File: src/rtl/uart_pkg.sv
// uart_pkg: types and default sizes shared by the UART transmit and receive controllers
package uart_pkg;
  localparam int DEFAULT_NUM_OF_BYTES = 16;
  localparam int DEFAULT_ADDR_W = 4;
  typedef logic [7:0] uart_byte_t;
  typedef enum logic [2:0] {IDLE, READ, LATCH, SEND, WAIT_DONE, GAP, DONE} uart_tx_ctrl_state_t;
endpackage

File: src/rtl/uart_gap_timer.sv
// uart_gap_timer: loadable down-counter that times the idle gap between bytes
module uart_gap_timer #(
  parameter int CYCLES = 1
) (
  input  logic clk,
  input  logic rstn,
  input  logic load,
  input  logic run,
  output logic expired
);
  localparam int W = CYCLES > 1 ? $clog2(CYCLES) : 1;
  localparam int LOAD = CYCLES > 0 ? CYCLES - 1 : 0;
  logic [W-1:0] cnt;
  always_ff @(posedge clk)
    if (!rstn) cnt <= '0;
    else if (load) cnt <= W'(LOAD);
    else if (run && cnt != '0) cnt <= cnt - 1'b1;
  assign expired = cnt == '0;
endmodule

File: src/rtl/uart_tx_control.sv
// uart_tx_control: reads a message from RAM and feeds it byte by byte to uart_tx
module uart_tx_control import uart_pkg::*; #(
  parameter int NUM_OF_BYTES = DEFAULT_NUM_OF_BYTES,
  parameter int ADDR_W = DEFAULT_ADDR_W,
  parameter int GAP_CYCLES = 0
) (
  input  logic              clk,
  input  logic              rstn,
  input  logic              start,
  output logic [ADDR_W-1:0] mem_read_addr,
  output logic              mem_read_enable,
  input  uart_byte_t        mem_read_data,
  output uart_byte_t        uart_tx_data,
  output logic              uart_tx_start,
  input  logic              uart_tx_done,
  output logic              busy,
  output logic              message_sent
);
  localparam logic [ADDR_W:0] LAST = (ADDR_W + 1)'(NUM_OF_BYTES - 1);
  uart_tx_ctrl_state_t state, nxt;
  logic [ADDR_W:0] j, j_nxt;
  logic [ADDR_W-1:0] addr_d;
  uart_byte_t data_d;
  logic en_d, start_d, busy_d, sent_d, gap_expired, last;
  assign last = j == LAST;
  uart_gap_timer #(.CYCLES(GAP_CYCLES)) gap_timer (
    .clk(clk),
    .rstn(rstn),
    .load(state == WAIT_DONE && uart_tx_done),
    .run(state == GAP),
    .expired(gap_expired)
  );
  // Outputs are decoded from the next state so they line up with the state they belong to.
  always_ff @(posedge clk)
    if (!rstn) begin
      state <= IDLE;
      j <= '0;
      mem_read_addr <= '0;
      mem_read_enable <= 1'b0;
      uart_tx_data <= '0;
      uart_tx_start <= 1'b0;
      busy <= 1'b0;
      message_sent <= 1'b0;
    end else begin
      state <= nxt;
      j <= j_nxt;
      mem_read_addr <= addr_d;
      mem_read_enable <= en_d;
      uart_tx_data <= data_d;
      uart_tx_start <= start_d;
      busy <= busy_d;
      message_sent <= sent_d;
    end
  always_comb begin
    nxt = state;
    j_nxt = j;
    case (state)
      IDLE: if (start) begin
        nxt = READ;
        j_nxt = '0;
      end
      READ: nxt = LATCH;
      LATCH: nxt = SEND;
      SEND: nxt = WAIT_DONE;
      WAIT_DONE: if (uart_tx_done) begin
        nxt = last ? DONE : GAP_CYCLES > 0 ? GAP : READ;
        j_nxt = last ? j : j + 1'b1;
      end
      GAP: if (gap_expired) nxt = READ;
      DONE: nxt = IDLE;
      default: nxt = IDLE;
    endcase
  end
  always_comb begin
    en_d = nxt == READ;
    addr_d = nxt == READ ? j_nxt[ADDR_W-1:0] : mem_read_addr;
    data_d = state == LATCH ? mem_read_data : uart_tx_data;
    start_d = nxt == SEND;
    busy_d = nxt != IDLE && nxt != DONE;
    sent_d = nxt == DONE;
  end
endmodule

File: config.mk
export PLATFORM = sky130hd
export DESIGN_NAME = uart_tx_control
export DESIGN_NICKNAME = d
export VERILOG_FILES = /design/src/rtl/uart_pkg.sv /design/src/rtl/uart_gap_timer.sv /design/src/rtl/uart_tx_control.sv
export SDC_FILE = /design/constraint.sdc
export NUM_CORES = 1
export LEC_CHECK = 0
export CORE_ASPECT_RATIO = 2
export CORE_MARGIN = 5
export CORE_UTILIZATION = 40
export DETAILED_ROUTE_END_ITERATION = 12
export HOLD_SLACK_MARGIN = 0.06
export PLACE_DENSITY = 0.63
export SLEW_MARGIN = 20
export SYNTH_ARGS = -nofsm -noshare
export SYNTH_HDL_FRONTEND = slang
export SYNTH_HIERARCHICAL = 1
export SYNTH_SLANG_ARGS = --single-unit
File: constraint.sdc
create_clock -name clk -period 4.2 [get_ports clk]
set_clock_uncertainty 0.2 [all_clocks]
set_input_delay 0.84 -clock clk [delete_from_list [all_inputs] [get_ports clk]]
set_output_delay 0.84 -clock clk [all_outputs]
set_load 0.01 [all_outputs]
==> out/metrics.yaml <==
route:
  postRouteAntennaNets: 0
  detailed_route_via_count: 915
  route.detailed.drc: 0
  drt_pass1_iterations: 3
  postRouteWirelength_um: 2550
  wire_per_inst_um: 15.0
  number_of_drc_markers_in_iteration_0: 6
  post_drt_via_cell_ratio: 5.38
cts:
  tritoncts_num_sinks: 25
  post_cts_buffers: 0
  worstSkewPairLatency_ns: 0.26
  cts_htree_levels: 1
  postCtsResizedCells: 0
  clockRootBuffer: "sky130_fd_sc_hd__clkbuf_8"
  path_clk_slew_ns: 0.08
  cts_max_path_buffers: 2
  cts_tree: "yes"
  cts_hold_buffers: 0
  cts_inserted_buffers: 3
place:
  io_buffers: 27
  detailed_place_hpwl_um: 2000
  placedInstanceArea_um2: 1430
  instance_count_after_placement_with_tap_cells_included: 166
  rd_place_congestion: 0.848
status:
  status: "completed"
sta:
  finalCritPeriodShare: 0.602
  maxClockFrequency_mhz: 396
  worst_pin_slew_ns: 0.861
  rsz0062_at_grt: "false"
  timing.slew.headroom: 0.425
  fin_crit_ns: 2.53
  final.hold.worst_slack_ns: 0.302
  finalSetupViolCount: 0
  hold_viol_final: 0
  finalSetupTns_ns: 0
  report.final.slew_viol_count: 0
cells_and_area:
  drive_gt1_frac: 0.135
  utilization: 0.534
  sequential_cell_area_um2: 500
  final_cell_area_um2: 1480
  area_delta_synth_final_pct: 26.8
  footprint_of_the_multi_input_gates_um2: 607
  finish.net_count: 155
  finish.cell_count_without_fillers: 170
  most_frequent_standard_cell_in_the_layout_excluding_fill_and_tap_cells: "sky130_fd_sc_hd__clkdlybuf4s50_1"
  antenna_cells: 0
  final_cell_mix: "sky130_fd_sc_hd__clkdlybuf4s50_1 (27), sky130_fd_sc_hd__dfxtp_1 (25), sky130_fd_sc_hd__nor2_1 (15)"
  fillerInstances: 271
power:
  power_density_nw_per_um2: 342
  clock_power_share: 0.274
  cellLeakagePower_nw: 0.542
  vdd_ir_drop_max_v: 0.000198
  p_sw_frac: 0.267
  combinationalPowerShare: 0.203
  sequentialPowerShare: 0.523
  cellInternalPower_uw: 371
  power_switching_uw: 135
worst_setup_path:
  r2r.worst_path.cells: 4
  cp_max_fo: 10
  critPathSlowestCell: "sky130_fd_sc_hd__clkdlybuf4s50_1"
  path_buf_inv: 1
  worstPathCellList: "clkdlybuf4s50_1 > nand4bb_2 > o221ai_4 > nand2_2 > mux2_4"
  worst_setup_path_start_kind: "primary input"
  criticalPathCategory: "primary input to flop"
  slowest_delay_ns: 0.63
  cp_data_arrival_time_ns: 2.49
  cp.depth: 5
  path_delay_family: "buffers and inverters"
  timing.critical_path.required_ns: 4.16
  setup.worst_path.end_class: "flop"
yosys:
  post_synth_instance_area_um2: 1170
  asyncSetResetFlopFracSynth: 0
  synth_warnings: 6
  syn-mean-instance-area_um2: 9.97
  dominantRegCellSynth: "sky130_fd_sc_hd__dfxtp_1"
  ys_seq_area_frac: 0.429
  synthDistinctLibCells: 48
  synth_fp_nets: 130
  postSynthRegisterBits: 25
  netlist_instances: 117
  synth-edff-count: 0
hold_path:
  hp-class: "flop to flop"
  hold_path_depth: 1
global_routing:
  grt_use_total: 0.137
  grt_max_degree: 15
  vias_in_the_first_global_route: 969
  antenna_found_initial: 0
  wire_length_of_the_first_global_routing_pass_um: 4190
  grt.overflow.total: 0
floorplanning:
  floorplan_core_area_um2: 2770
  start_util: 0.421
  die_height_um: 86.4
  floorplan.io_pins: 28
  die_w_um: 48.2
  rows: 27
  design.die.area_um2: 4160
flow_run:
  maxCapViolations: 0
## power by group through the flow
stage          logic, mW  registers (mW)  clock network, mW
6_report           0.103           0.265              0.139
5_1_grt            0.112           0.267              0.154
4_1_cts            0.105           0.265              0.142
3_5_place_dp       0.104           0.271                  0
3_3_place_gp       0.102           0.270                  0
2_1_floorplan     0.0641           0.268                  0
## worst paths after layout
kind | slack [ns] | end | startpoint
setup / recovery | 1.67 | mem_read_addr[1] | uart_tx_done
hold / removal | 0.30 | j[4] | j[4]
setup reg to reg | 2.03 | uart_tx_data[6] | state[1]
hold reg to reg | 0.30 | j[4] | j[4]
## Yosys cell counts, drive strengths merged (3+ instances only)
master	count	area, µm²
a21oi	7	38.8
buf	6	36.3
dfxtp	25	500
inv	5	18.8
mux2i	9	90.1
nand2	4	17.5
nor2	15	56.3
nor3b	3	27.5
o21ai	4	20.0
## registers in the layout (all words and copies together) (netlist names)
| signal | cells |
|---|---|
| j | 5 |
| mem_read_enable | 1 |
| gap_timer/cnt | 1 |
| uart_tx_data | 8 |
| uart_tx_start | 1 |
| busy | 1 |
| state | 3 |
| message_sent | 1 |
| mem_read_addr | 4 |
## worst register-to-register path, stage by stage (launching register included)
cell,delay [ns]
sky130_fd_sc_hd__dfxtp_1,0.57
sky130_fd_sc_hd__and2b_2,0.25
sky130_fd_sc_hd__nor2b_1,0.70
sky130_fd_sc_hd__mux2i_1,0.28
sky130_fd_sc_hd__nor2_1,0.06
## per-layer routing
| metal | global-route usage | vias up | wire length, µm |
|---|---|---|---|
| met4 | 0.0515 | 0 | 21 |
| li1 | - | 469 | - |
| met3 | 0.0187 | 2 | 156 |
| met1 | 0.142 | 423 | 965 |
| met2 | 0.252 | 21 | 1410 |
| met5 | 0 | - | 0 |
## per-stage QoR
step                setup slack, ns  power (mW)
floorplan                      2.19       0.332
global placement               1.46       0.372
detailed placement             1.39       0.375
CTS                            1.67       0.512
global route                   1.63       0.533
finish                         1.67       0.506
## area by class of cell
type                       instances  share of cell area
inverter                           5              0.0127
sequential                        25               0.338
clock buffer                       3              0.0279
timing repair buffer              27               0.183
tap                               29              0.0245
clock inverter                     1             0.00338
multi-input combinational         80               0.410
## kinds of logic after synthesis
logic type / synth area share
adder cells (fa/ha/maj): 0.0107
buffers and inverters: 0.0504
multiplexers: 0.0901
AND/OR/NAND/NOR: 0.229
flip-flops: 0.429
XOR/XNOR: 0.00751
AO/OA/AOI/OAI: 0.183
Note: power is estimated with default switching activity, not from simulation.
